===== src/rtl/arcade_joy_mapper_pkg.sv =====
// Shared types for the arcade player-input conditioner: joystick bit indices,
// the packed direction nibble and the coin FSM states.
package arcade_input_pkg;

    localparam int unsigned JOY_WORD_W = 16;
    localparam int unsigned JOY_USED_W = 6;

    // Bit positions inside one 16-bit MiSTer joystick word.
    typedef enum logic [2:0] {
        RIGHT = 3'd0,
        LEFT  = 3'd1,
        DOWN  = 3'd2,
        UP    = 3'd3,
        COIN  = 3'd4,
        START = 3'd5
    } joy_bit_e;

    // Direction nibble in the order the core's input ports expect.
    typedef struct packed {
        logic left;
        logic down;
        logic right;
        logic up;
    } dir4_t;

    typedef enum logic [1:0] {
        IDLE,
        PULSE,
        GAP
    } coin_state_e;

    // Highest-priority held direction as one-hot: up > down > left > right.
    function automatic logic [3:0] dir4_prio(input logic [3:0] d);
        logic [3:0] r;
        r = 4'b0000;
        if (d[0]) begin
            r = 4'b0001;
        end else if (d[2]) begin
            r = 4'b0100;
        end else if (d[3]) begin
            r = 4'b1000;
        end else if (d[1]) begin
            r = 4'b0010;
        end
        return r;
    endfunction

endpackage


===== src/rtl/arcade_joy_mapper_if.sv =====
// Bundle between the joystick source / core inputs and arcade_joy_mapper.
// master drives frame strobe and joystick words; slave is the mapper.
interface arcade_joy_mapper_if #(
    parameter int unsigned PLAYERS = 2
);
    logic                   ce_frame;
    logic [PLAYERS*16-1:0]  joy;
    logic [PLAYERS*4-1:0]   dir_n;
    logic [PLAYERS-1:0]     start_n;
    logic                   coin_n;
    logic [7:0]             coin_count;

    modport master (
        output ce_frame,
        output joy,
        input  dir_n,
        input  start_n,
        input  coin_n,
        input  coin_count
    );

    modport slave (
        input  ce_frame,
        input  joy,
        output dir_n,
        output start_n,
        output coin_n,
        output coin_count
    );
endinterface


===== src/rtl/arcade_joy_mapper_fourway.sv =====
// joy_fourway: reduces four debounced directions to at most one active
// direction. The most recently pressed direction wins; on its release the
// highest-priority direction still held takes over.
module joy_fourway
    import arcade_input_pkg::*;
(
    input  logic       clk,
    input  logic       reset_n,
    input  logic [3:0] dir_in,
    output logic [3:0] dir_out_n
);

    logic [3:0] prev_q;
    logic [3:0] last_q;
    logic [3:0] last_d;
    logic [3:0] rise;

    // Choose the new winning direction from fresh presses or a released winner.
    always_comb begin
        last_d = last_q;
        rise   = dir_in & ~prev_q;
        if (|rise) begin
            last_d = dir4_prio(rise);
        end else if (|(last_q & ~dir_in)) begin
            last_d = dir4_prio(dir_in);
        end
    end

    // State: previous inputs for edge detection and the current winner.
    always_ff @(posedge clk or negedge reset_n) begin
        if (!reset_n) begin
            prev_q <= 4'b0000;
            last_q <= 4'b0000;
        end else begin
            prev_q <= dir_in;
            last_q <= last_d;
        end
    end

    assign dir_out_n = ~last_q;

endmodule


===== src/rtl/arcade_joy_mapper.sv =====
// arcade_joy_mapper: per-player debounce, optional 4-way direction
// resolution, start buttons and a shaped coin pulse with one queued insert.
// Optional feature: define JOY_FOURWAY_EN to restrict each player to one
// active direction; otherwise debounced directions pass through inverted.
module arcade_joy_mapper
    import arcade_input_pkg::*;
#(
    parameter int unsigned PLAYERS         = 2,
    parameter int unsigned DEBOUNCE_FRAMES = 2,
    parameter int unsigned COIN_FRAMES     = 4,
    parameter int unsigned COIN_GAP_FRAMES = 4
) (
    input logic                clk,
    input logic                reset_n,
    arcade_joy_mapper_if.slave bus
);

    localparam int unsigned NBITS = PLAYERS * JOY_USED_W;
    localparam int unsigned CNT_W =
        (DEBOUNCE_FRAMES > 0) ? $clog2(DEBOUNCE_FRAMES + 1) : 1;

    logic [NBITS-1:0]     raw_d;
    logic [NBITS-1:0]     raw_q;
    logic [NBITS-1:0]     deb;
    dir4_t [PLAYERS-1:0]  dirs;
    logic [PLAYERS-1:0]   start_deb;
    logic [PLAYERS-1:0]   start_n_q;
    logic [PLAYERS*4-1:0] dir_n_w;
    logic                 coin_any;

    // Upper joystick bits carry no function here.
    logic unused_joy;
    assign unused_joy = ^bus.joy;

    // Gather the six used bits of every player into one flat vector.
    always_comb begin
        raw_d = '0;
        for (int unsigned p = 0; p < PLAYERS; p++) begin
            for (int unsigned b = 0; b < JOY_USED_W; b++) begin
                raw_d[p*JOY_USED_W + b] = bus.joy[p*JOY_WORD_W + b];
            end
        end
    end

    // Input register; joy is already in the clk domain.
    always_ff @(posedge clk or negedge reset_n) begin
        if (!reset_n) begin
            raw_q <= '0;
        end else begin
            raw_q <= raw_d;
        end
    end

    generate
        if (DEBOUNCE_FRAMES == 0) begin : g_no_deb
            assign deb = raw_q;
        end else begin : g_deb
            logic [NBITS-1:0][CNT_W-1:0] cnt_q;
            logic [NBITS-1:0][CNT_W-1:0] cnt_d;
            logic [NBITS-1:0]            deb_q;
            logic [NBITS-1:0]            deb_d;

            // Count frames a bit disagrees with its debounced value; accept on the last one.
            always_comb begin
                cnt_d = cnt_q;
                deb_d = deb_q;
                if (bus.ce_frame) begin
                    for (int unsigned i = 0; i < NBITS; i++) begin
                        if (raw_q[i] != deb_q[i]) begin
                            if (cnt_q[i] == CNT_W'(DEBOUNCE_FRAMES - 1)) begin
                                deb_d[i] = raw_q[i];
                                cnt_d[i] = '0;
                            end else begin
                                cnt_d[i] = cnt_q[i] + CNT_W'(1);
                            end
                        end else begin
                            cnt_d[i] = '0;
                        end
                    end
                end
            end

            // Debounce counters and accepted values.
            always_ff @(posedge clk or negedge reset_n) begin
                if (!reset_n) begin
                    cnt_q <= '0;
                    deb_q <= '0;
                end else begin
                    cnt_q <= cnt_d;
                    deb_q <= deb_d;
                end
            end

            assign deb = deb_q;
        end
    endgenerate

    // Split debounced bits into direction nibbles, start bits and the shared coin.
    always_comb begin
        dirs      = '0;
        start_deb = '0;
        coin_any  = 1'b0;
        for (int unsigned p = 0; p < PLAYERS; p++) begin
            dirs[p].left  = deb[p*JOY_USED_W + 32'(LEFT)];
            dirs[p].down  = deb[p*JOY_USED_W + 32'(DOWN)];
            dirs[p].right = deb[p*JOY_USED_W + 32'(RIGHT)];
            dirs[p].up    = deb[p*JOY_USED_W + 32'(UP)];
            start_deb[p]  = deb[p*JOY_USED_W + 32'(START)];
            coin_any      = coin_any | deb[p*JOY_USED_W + 32'(COIN)];
        end
    end

`ifdef JOY_FOURWAY_EN
    generate
        for (genvar p = 0; p < int'(PLAYERS); p++) begin : g_fourway
            joy_fourway u_fourway (
                .clk       (clk),
                .reset_n   (reset_n),
                .dir_in    (dirs[p]),
                .dir_out_n (dir_n_w[p*4 +: 4])
            );
        end
    endgenerate
`else
    // Pass-through: debounced directions inverted, combinations left intact.
    always_ff @(posedge clk or negedge reset_n) begin
        if (!reset_n) begin
            dir_n_w <= '1;
        end else begin
            dir_n_w <= ~dirs;
        end
    end
`endif

    // Start buttons: debounced value inverted.
    always_ff @(posedge clk or negedge reset_n) begin
        if (!reset_n) begin
            start_n_q <= '1;
        end else begin
            start_n_q <= ~start_deb;
        end
    end

    // Coin pulse shaper.
    coin_state_e state_q;
    coin_state_e state_d;
    logic [7:0]  timer_q;
    logic [7:0]  timer_d;
    logic        pending_q;
    logic        pending_d;
    logic        coin_prev_q;
    logic        coin_edge;
    logic        coin_n_q;
    logic [7:0]  coin_count_q;
    logic [7:0]  coin_count_d;

    // Next-state logic for the coin pulse, queued insert and counter.
    always_comb begin
        state_d      = state_q;
        timer_d      = timer_q;
        pending_d    = pending_q;
        coin_count_d = coin_count_q;
        coin_edge    = coin_any & ~coin_prev_q;
        case (state_q)
            IDLE: begin
                if (coin_edge) begin
                    state_d      = PULSE;
                    timer_d      = 8'(COIN_FRAMES);
                    coin_count_d = coin_count_q + 8'd1;
                end
            end
            PULSE: begin
                if (coin_edge) begin
                    pending_d = 1'b1;
                end
                if (bus.ce_frame) begin
                    if (timer_q <= 8'd1) begin
                        state_d = GAP;
                        timer_d = 8'(COIN_GAP_FRAMES);
                    end else begin
                        timer_d = timer_q - 8'd1;
                    end
                end
            end
            GAP: begin
                if (bus.ce_frame && timer_q <= 8'd1) begin
                    // An edge landing on the final gap strobe counts as queued.
                    if (pending_q || coin_edge) begin
                        state_d      = PULSE;
                        timer_d      = 8'(COIN_FRAMES);
                        pending_d    = 1'b0;
                        coin_count_d = coin_count_q + 8'd1;
                    end else begin
                        state_d = IDLE;
                        timer_d = 8'd0;
                    end
                end else begin
                    if (coin_edge) begin
                        pending_d = 1'b1;
                    end
                    if (bus.ce_frame) begin
                        timer_d = timer_q - 8'd1;
                    end
                end
            end
            default: begin
                state_d = IDLE;
            end
        endcase
    end

    // Coin FSM registers; coin_n is registered from the next state.
    always_ff @(posedge clk or negedge reset_n) begin
        if (!reset_n) begin
            state_q      <= IDLE;
            timer_q      <= 8'd0;
            pending_q    <= 1'b0;
            coin_prev_q  <= 1'b0;
            coin_n_q     <= 1'b1;
            coin_count_q <= 8'd0;
        end else begin
            state_q      <= state_d;
            timer_q      <= timer_d;
            pending_q    <= pending_d;
            coin_prev_q  <= coin_any;
            coin_n_q     <= (state_d != PULSE);
            coin_count_q <= coin_count_d;
        end
    end

    assign bus.dir_n      = dir_n_w;
    assign bus.start_n    = start_n_q;
    assign bus.coin_n     = coin_n_q;
    assign bus.coin_count = coin_count_q;

endmodule


===== src/flat_wrapper.sv =====
// flat-port wrapper written by rule: the top's interface ports become plain ports
module arcade_joy_mapper_flat import arcade_input_pkg::*;
#(
    parameter int unsigned PLAYERS         = 2,
    parameter int unsigned DEBOUNCE_FRAMES = 2,
    parameter int unsigned COIN_FRAMES     = 4,
    parameter int unsigned COIN_GAP_FRAMES = 4
)
  (clk, reset_n, bus_ce_frame, bus_joy, bus_dir_n, bus_start_n, bus_coin_n, bus_coin_count);
  arcade_joy_mapper_if #(.PLAYERS(PLAYERS)) bus_i ();
  input logic clk;
  input logic reset_n;
  input wire logic [$bits(bus_i.ce_frame)-1:0] bus_ce_frame;
  input wire logic [$bits(bus_i.joy)-1:0] bus_joy;
  output wire logic [$bits(bus_i.dir_n)-1:0] bus_dir_n;
  output wire logic [$bits(bus_i.start_n)-1:0] bus_start_n;
  output wire logic [$bits(bus_i.coin_n)-1:0] bus_coin_n;
  output wire logic [$bits(bus_i.coin_count)-1:0] bus_coin_count;
  assign bus_i.ce_frame = bus_ce_frame;
  assign bus_i.joy = bus_joy;
  assign bus_dir_n = bus_i.dir_n;
  assign bus_start_n = bus_i.start_n;
  assign bus_coin_n = bus_i.coin_n;
  assign bus_coin_count = bus_i.coin_count;
  arcade_joy_mapper #(.PLAYERS(PLAYERS), .DEBOUNCE_FRAMES(DEBOUNCE_FRAMES), .COIN_FRAMES(COIN_FRAMES), .COIN_GAP_FRAMES(COIN_GAP_FRAMES)) u_core (.clk(clk), .reset_n(reset_n), .bus(bus_i));
endmodule

===== config.mk =====
export PLATFORM = sky130hd
export DESIGN_NAME = arcade_joy_mapper_flat
export DESIGN_NICKNAME = d
export VERILOG_FILES = /design/src/rtl/arcade_joy_mapper_pkg.sv /design/src/rtl/arcade_joy_mapper_if.sv /design/src/rtl/arcade_joy_mapper_fourway.sv /design/src/rtl/arcade_joy_mapper.sv /design/src/flat_wrapper.sv
export SDC_FILE = /design/constraint.sdc
export NUM_CORES = 1
export LEC_CHECK = 0
export CAP_MARGIN = 15
export CORE_MARGIN = 2
export CORE_UTILIZATION = 45
export CTS_CLUSTER_DIAMETER = 150
export DETAILED_ROUTE_END_ITERATION = 6
export PLACE_DENSITY = 0.69
export SYNTH_ARGS = -nofsm -noshare
export SYNTH_HDL_FRONTEND = slang
export SYNTH_SLANG_ARGS = --single-unit
export TNS_END_PERCENT = 5

===== constraint.sdc =====
create_clock -name clk -period 6.1 [get_ports clk]
set_clock_uncertainty 0.2 [all_clocks]
set_input_delay 1.83 -clock clk [delete_from_list [all_inputs] [get_ports clk]]
set_output_delay 1.83 -clock clk [all_outputs]
set_load 0.02 [all_outputs]

==> flow_summary.toml, run 1 <==
[sta]
setup_slack_ns = 1.71
setup_viol = 0
setup-tns-final_ns = 0
hold_viol_final = 0
period_minus_slack_ns = 4.39
period_share = 0.719
worst_pin_slew_ns = 0.949
slew_headroom = 0.368
grt_setup_unrepaired = "false"
fmax_mhz = 228
drv_slew = 0

[die]
rows = 32
die_y_um = 92.5
io_pins = 54
die_w_um = 92.5
coreArea_um2 = 7650
start_util = 0.461
die_area_um2 = 8550

[yosys]
ys.flop_type = "dfrtp_1"
synth_top_cell_by_area = "dfrtp_1"
yosys_warnings = 0
synth_async_sr_flop_share = 1.00
yosys.cell_types.count = 52
ys_seq_area_frac = 0.565
synth_edf_count = 0
synthTopCellsByArea = "dfrtp_1 (48%), dfstp_2 (8.2%), mux2_2 (4.2%)"
synth_top_cell_area_share = 0.483
syn_nets = 358
synth-seq-cells = 79
syn_area_um2 = 3520
netlist_instances = 315
avgSynthCellArea_um2 = 11.2

[route]
num_vias = 2429
vias_per_cell = 5.32
wl_per_cell_um = 13.1
totalWireLength_um = 6000
drtPass1Iterations = 4
ant_nets = 0
drtIter0Drc = 103
drcViolationCount = 0

[cts]
cts_hold_buf = 0
clk_path_buf_depth = 2
clock_sinks = 79
root_buffer = "clkbuf_8"
clock_latency_ns = 0.34
cts_made_buffers = 9
cts_setup_buffers = 0
cts_tree = "yes"
clkTransAtPathRegs_ns = 0.08
postCtsResizedCells = 0
cts_max_level = 3

[worst_setup_path]
critical-path-slowest-cell = "a221oi_1"
crit_chain = "clkdlybuf4s50_1 -> buf_4 -> clkinv_1 -> a221oi_1 -> o2111ai_1 -> o311ai_1"
cp_max_fo = 29
slowest_delay_ns = 0.66
r2r_slack_ns = 3.62
r2r_start = "u_core.state_q[0]"
cp.required_ns = 6.14
crit_path_end_kind = "flip-flop"
worst-path-buf-inv = 3
r2r-end = "u_core.timer_q[7]"
cpLargestDelayFamily = "buffers and inverters"
worst_ep_arrival_time_ns = 4.42
rr_worst_depth = 6
setup.worst_path.class = "in -> reg"
cp-start-kind = "input pin"

[pwr]
ir_drop_v = 0.000295
p_leak_nw = 1.85
power_density_nw_per_um2 = 456

[place]
place_ws_ns = 1.39
portBuffers = 33
place_congestion = 0.833
dp_hpwl_um = 3980

[global_route]
antenna_found_initial = 0
use_met2 = 0.234
grt_pass1_vias = 2268
grt.busiest_layer = "met2"
grt_max_degree = 80
gr-usage-met1 = 0.210
overflow = 0
gr-usage-met3 = 0.0399
grt_use_total = 0.153
grt_pass1_wl_um = 10400

[cells_and_area]
diodes = 0
drive_gt1_frac = 0.144
fin_util = 0.538
syn_to_final_growth_pct = 16.8
layout.nets = 393
n_fill_cell = 692

[worst_hold_path]
hold_path_depth = 1
hold_start = "u_core.deb[6]"
hp-class = "reg -> reg"
min_to = "u_core.bus.dir_n[5]"

[flow_run]
drv_cap = 0

[status]
status = "finished clean"
## Yosys cell counts (7+ instances only)
cell type / number
nand2_1: 25
o21ai_0: 21
dfstp_2: 11
dfrtp_1: 68
clkbuf_1: 7
and2_1: 12
a21o_1: 12
ha_1: 8
mux2_2: 13
xnor2_1: 15
inv_1: 19
nor2_1: 17
nor3_1: 16
## worst register-to-register path, cell delays in order (launching register included)
cell	delay, ns
dfrtp_1	0.43
inv_1	0.13
ha_1	0.36
inv_1	0.18
a41oi_1	0.52
o2111ai_1	0.27
o311ai_1	0.29
## worst max-delay path by stage
stage                             end  cells after the start          from
finish              u_core.timer_q[7]                      6  bus_ce_frame
global route        u_core.timer_q[7]                      6  bus_ce_frame
CTS                 u_core.timer_q[2]                      6  bus_ce_frame
detailed placement  u_core.timer_q[2]                      6  bus_ce_frame
global placement    u_core.timer_q[2]                      6  bus_ce_frame
floorplan           u_core.timer_q[6]                      6  bus_ce_frame
## where the power goes
part / internal, mW / switching (mW)
Combinational: 0.329 / 0.368
Sequential: 0.704 / 0.131
Clock: 0.158 / 0.184
Total: 1.19 / 0.683
## through the flow
| step | instance area, um2 | power [mW] | cells | hold WS [ns] |
|---|---|---|---|---|
| finish | 4110 | 1.88 | 457 | 0.216 |
| global route | 4110 | 2.01 | 457 | 0.245 |
| CTS | 4110 | 1.89 | 457 | 0.227 |
| detailed placement | 3940 | 1.54 | 441 | 0.218 |
| global placement | 3940 | 1.52 | 441 | 0.205 |
| floorplan | 3520 | 1.32 | 315 | 0.198 |
## metal layers
metal,vias up,share of wire
li1,1177,-
met1,1194,0.49
met2,52,0.46
met3,6,0.038
met4,0,0.0095
met5,-,0
## cell families (layout without fill, tap and decap cells)
group / count (synthesis) / in the layout / share of synthesized area
mux: 13 / 13 / 0.0416
simple gates: 98 / 98 / 0.143
compound gates: 69 / 69 / 0.142
fa+ha+maj: 8 / 8 / 0.0284
buf+inv: 30 / 70 / 0.0348
flops: 79 / 79 / 0.565
xor+xnor: 18 / 18 / 0.0448
## cell usage in the layout, fill, tap and decap left out, types with 2 or more instances in the layout
| cell type | instances |
|---|---|
| nor2_1 | 17 |
| clkbuf_8 | 10 |
| dfstp_2 | 11 |
| a31oi_1 | 5 |
| nand2_1 | 25 |
| inv_1 | 19 |
| or3_1 | 2 |
| clkdlybuf4s50_1 | 32 |
| and3_1 | 6 |
| dfrtp_1 | 68 |
| a21o_1 | 12 |
| nand4_1 | 3 |
| o2111ai_1 | 4 |
| a21oi_1 | 2 |
| clkinv_2 | 2 |
| buf_4 | 2 |
| xnor2_1 | 15 |
| ha_1 | 8 |
| nor4_1 | 2 |
| clkinvlp_4 | 2 |
| or2_2 | 4 |
| nor2b_1 | 3 |
| mux2_2 | 13 |
| o31ai_1 | 2 |
| and2_1 | 12 |
| nand2b_1 | 2 |
| xor2_1 | 3 |
| nand3_1 | 3 |
| o21ai_0 | 21 |
| nor3_1 | 16 |
| a221oi_1 | 2 |
| and4_1 | 2 |
| o211ai_1 | 2 |
## area by class of cell
class	instances	area, um2	area share
Clock inverter	5	33.8	0.00821
Multi-Input combinational cell	206	1410	0.343
Inverter	20	75.1	0.0183
Timing Repair Buffer	34	335	0.0815
Tap cell	102	128	0.0310
Clock buffer	11	141	0.0344
Sequential cell	79	1990	0.484
## registers in the layout, indices dropped and copies added (netlist names)
name / flops
u_core.g_deb.cnt_q: 24
u_core.deb: 12
u_core.raw_q: 12
u_core.bus.coin_count: 8
u_core.bus.dir_n: 8
u_core.timer_q: 8
u_core.bus.start_n: 2
u_core.state_q: 2
u_core.bus.coin_n: 1
u_core.coin_prev_q: 1
u_core.pending_q: 1
Note: power is estimated with default switching activity, not from simulation.
==> run 2, diff against run 1 <==
clock period = 4.2 ns   (was 6.1 ns; I/O delays follow)
==> run 2 against run 1 <==
Effect of this change:
- global-route usage grew 0.19 points
- core utilization grew 0.69 points
- critical endpoint is now u_core.timer_q[2]
- non-clock buffer count grew 1
- power grew 52%
- via count grew 0.78%
- register-to-register slack lost 1.9 ns
- sequential power grew 45%
- largest power group unchanged
- cell count grew 0.22%
- first-iteration DRC count grew 4.9%
- die area is the same
- final area grew 1.3%
- count of clock-buffer cells in the layout shrank 1
==> flow_summary.toml, run 2 (synthesis gave the netlist of run 1 again) <==
[global_route]
gr-usage-met1 = 0.206
grt_pass1_wl_um = 10500
antenna_found_initial = 0
use_met2 = 0.248
grt_use_total = 0.154
grt_pass1_vias = 2355
gr-usage-met3 = 0.0309
overflow = 0
grt_max_degree = 80
grt.busiest_layer = "met2"

[sta]
fmax_mhz = 332
setup-tns-final_ns = 0
hold_ws_ns = 0.223
period_share = 0.717
drv_slew = 0
slew_headroom = 0.364
grt_setup_unrepaired = "false"
setup_viol = 0
worst_pin_slew_ns = 0.954
period_minus_slack_ns = 3.01
hold_viol_final = 0

[route]
wl_per_cell_um = 13.3
num_vias = 2448
totalWireLength_um = 6080
drcViolationCount = 0
vias_per_cell = 5.34
drtIter0Drc = 108
ant_nets = 0
drtPass1Iterations = 4

[worst_setup_path]
worst_ep_arrival_time_ns = 3.06
cp.required_ns = 4.25
crit_chain = "clkdlybuf4s50_1 -> clkinv_1 -> buf_4 -> a221o_1 -> a311o_1 -> o22ai_1"
slowest_delay_ns = 0.50
worst-path-buf-inv = 3
setup.worst_path.class = "in -> reg"
critical-path-slowest-cell = "a221o_1"
crit_path_end_kind = "flip-flop"
cp_max_fo = 26
cpLargestDelayFamily = "compound AO/OA/AOI/OAI gates"
cp-start-kind = "input pin"

[cts]
clock_latency_ns = 0.34
clk_path_buf_depth = 2
cts_setup_buffers = 0
clock_sinks = 79
cts_hold_buf = 0
cts_made_buffers = 9
postCtsResizedCells = 0
root_buffer = "clkbuf_8"
clkTransAtPathRegs_ns = 0.08
cts_max_level = 3
cts_tree = "yes"

[place]
dp_hpwl_um = 3970
portBuffers = 33
place_congestion = 0.812

[cells_and_area]
n_fill_cell = 643
drive_gt1_frac = 0.146
diodes = 0
multiInputGateArea_um2 = 1410
layout.nets = 394
layout_common_cells = "dfrtp_1 (68), clkdlybuf4s50_1 (32), nand2_1 (25), o21ai_0 (21), inv_1 (19)"
largest_reg_flops = 24
syn_to_final_growth_pct = 18.3
final_common_cell = "dfrtp_1"
top_register = "u_core.g_deb.cnt_q"
regArea_um2 = 1990

[status]
status = "finished clean"

[pwr]
power_density_nw_per_um2 = 685
ir_drop_v = 0.000346
p_leak_nw = 1.87

[worst_hold_path]
hp-class = "reg -> reg"

[die]
die_y_um = 92.5
start_util = 0.461
die_w_um = 92.5
die_area_um2 = 8550
coreArea_um2 = 7650
io_pins = 54
rows = 32

[flow_run]
drv_cap = 0
## run 2: final timing paths
check,start,end,slack [ns],depth (start not counted)
hold / removal,u_core.deb[1],u_core.bus.dir_n[3],0.22,1
setup reg to reg,u_core.state_q[0],u_core.timer_q[7],1.68,6
setup / recovery,bus_ce_frame,u_core.timer_q[2],1.19,6
min in group asynchronous,reset_n,u_core.bus.coin_count[4],0.86,1
max in group asynchronous,reset_n,u_core.bus.coin_count[2],2.33,1
hold reg to reg,u_core.deb[1],u_core.bus.dir_n[3],0.22,1
## run 2: per-layer routing
metal	wire, um	part of all wire
met1	2960	0.49
met2	2830	0.46
met3	216	0.036
met4	81	0.013
met5	0	0
## run 2: where the power goes
group          internal, mW  switching [mW]
Sequential             1.02           0.191
Clock                 0.339           0.284
Combinational         0.478           0.536
Total                  1.84            1.01
## run 2: metrics by stage
step | cell area [um2] | util | cells | worst slack, ns | power, mW
after floorplan | 3520 | - | 315 | 1.51 | 1.92
after global placement | 3950 | 0.516 | 442 | 0.854 | 2.20
after detailed placement | 3950 | 0.516 | 442 | 0.869 | 2.24
after CTS | 4170 | 0.545 | 458 | 1.22 | 2.87
after global routing | 4170 | 0.545 | 458 | 1.06 | 3.05
final | 4170 | 0.545 | 458 | 1.19 | 2.85
## run 2: final cells by class
cell class | count | area share
Tap cell | 102 | 0.0306
Timing Repair Buffer | 35 | 0.0823
Sequential cell | 79 | 0.478
Clock buffer | 10 | 0.0306
Multi-Input combinational cell | 206 | 0.338
Inverter | 20 | 0.0180
Clock inverter | 6 | 0.0222
==> run 3, diff against run 2 <==
PLACE_DENSITY = 0.71   (was 0.69)
clock period = 2.7 ns   (was 4.2 ns; I/O delays follow)
==> run 3 against run 2 <==
Effect of this change:
- sequential share of layout area fell by 0.94 points
- wire length rose by 1.2%
- global-route usage rose by 0.88 points
- power rose by 56%
- register-to-register slack got worse by 1.3 ns
- worst setup slack got worse by 0.96 ns
==> flow_summary.toml, run 3 (synthesis gave the netlist of run 1 again) <==
[cells_and_area]
diodes = 0
drive_gt1_frac = 0.172
syn_to_final_growth_pct = 20.6
n_fill_cell = 649
layout.nets = 405
layout_common_cells = "dfrtp_1 (68), clkdlybuf4s50_1 (32), nand2_1 (25), o21ai_0 (21), inv_1 (19)"
final_common_cell = "dfrtp_1"
top_register = "u_core.g_deb.cnt_q"
largest_reg_flops = 24

[cts]
clock_latency_ns = 0.34
cts_made_buffers = 9
cts_setup_buffers = 0
clk_path_buf_depth = 2
clock_sinks = 79
clkTransAtPathRegs_ns = 0.08
cts_hold_buf = 0
cts_tree = "yes"
cts_max_level = 3
postCtsResizedCells = 0
root_buffer = "clkbuf_8"

[die]
start_util = 0.461
die_y_um = 92.5
die_w_um = 92.5
coreArea_um2 = 7650
die_area_um2 = 8550
io_pins = 54
rows = 32

[worst_setup_path]
cp_max_fo = 1
setup.worst_path.class = "reg -> out"
slowest_delay_ns = 0.60
cp-start-kind = "flip-flop"
crit_path_end_kind = "output port"
worst-path-buf-inv = 1
worst_ep_arrival_time_ns = 1.46
critical-path-slowest-cell = "clkdlybuf4s50_1"
crit_chain = "clkdlybuf4s50_1"
cpLargestDelayFamily = "buffers and inverters"
cp.required_ns = 1.69

[pwr]
total_power_mw = 4.44
ir_drop_v = 0.000487
power_density_nw_per_um2 = 1040
p_leak_nw = 1.93

[route]
route.met3.wl_um = 261
drt-met1-wl_um = 2800
ant_nets = 0
route.met2.wl_um = 3010
totalWireLength_um = 6160
drtPass1Iterations = 4
wl_per_cell_um = 13.1
top_layer = "met4"
vias_per_cell = 5.36
drcViolationCount = 0
drtIter0Drc = 163
num_vias = 2512

[sta]
setup-tns-final_ns = 0
setup_slack_ns = 0.229
drv_slew = 0
hold_viol_final = 0
slew_headroom = 0.641
grt_setup_unrepaired = "false"
period_share = 0.915
fmax_mhz = 405
period_minus_slack_ns = 2.47
setup_viol = 0
worst_pin_slew_ns = 0.537

[place]
place_ws_ns = 0.0195
dp_hpwl_um = 4390
portBuffers = 33
place_congestion = 0.878

[worst_hold_path]
hp-class = "in -> async"

[global_route]
grt_pass1_vias = 2538
overflow = 0
grt_max_degree = 43
grt_pass1_wl_um = 11200
grt_use_total = 0.163
antenna_found_initial = 0

[flow_run]
drv_cap = 0

[status]
status = "finished clean"
-- run 3: cell types whose count changed in the layout (fill, tap and decap cells not counted), sizes merged --
| cell | delta |
|---|---|
| clkinv | +2 |
| buf | +11 |
| clkbuf | +3 |
| inv | -2 |
| clkinvlp | -2 |
| bufinv | -1 |
-- run 3: path summary, 6_finish.rpt --
| check | depth (start not counted) | slack, ns | from | endpoint |
|---|---|---|---|---|
| max | 1 | 0.23 | u_core.bus.start_n[0] | bus_start_n[0] |
| min | 1 | 0.10 | reset_n | u_core.bus.coin_count[6] |
| max reg2reg | 6 | 0.40 | u_core.timer_q[0] | u_core.timer_q[7] |
| min reg2reg | 1 | 0.22 | u_core.deb[0] | u_core.bus.dir_n[1] |
| max in group asynchronous | 2 | 1.56 | reset_n | u_core.bus.dir_n[7] |
| min in group clk | 1 | 0.22 | u_core.deb[0] | u_core.bus.dir_n[1] |
-- run 3: layout make-up --
| class | count | area, um2 | share of cell area |
|---|---|---|---|
| multi-input cells | 206 | 1410 | 0.332 |
| flip-flops and latches | 79 | 1990 | 0.468 |
| well taps | 102 | 128 | 0.0300 |
| clock inverters | 3 | 40.0 | 0.00942 |
| inverters | 20 | 75.1 | 0.0177 |
| clock buffers | 13 | 169 | 0.0398 |
| repair buffers | 46 | 438 | 0.103 |
-- run 3: stage by stage --
stage | instance area [um2] | instances | utilization | hold WS, ns
2_1_floorplan | 3520 | 315 | - | 0.198
3_3_place_gp | 4040 | 453 | 0.528 | 0.206
3_5_place_dp | 4040 | 453 | 0.528 | 0.216
4_1_cts | 4250 | 469 | 0.556 | 0.101
5_1_grt | 4250 | 469 | 0.556 | 0.102
6_report | 4250 | 469 | 0.556 | 0.103
-- run 3: layer usage --
layer | track usage | vias up
li1 | - | 1204
met5 | 0 | -
met2 | 0.268 | 49
met3 | 0.0350 | 12
met4 | 0.0634 | 0
met1 | 0.212 | 1247
-- run 3: worst reg2reg max path, stage by stage, from the launching register on --
cell and delay (ns):
dfrtp_1 0.42, inv_1 0.06, ha_1 0.22, or2_2 0.34
a31oi_1 0.46, o2111ai_1 0.22, o311ai_1 0.28
-- run 3: where the power goes --
part / switching [mW] / internal [mW]
clock network: 0.402 / 0.500
logic: 0.843 / 0.800
registers: 0.302 / 1.59
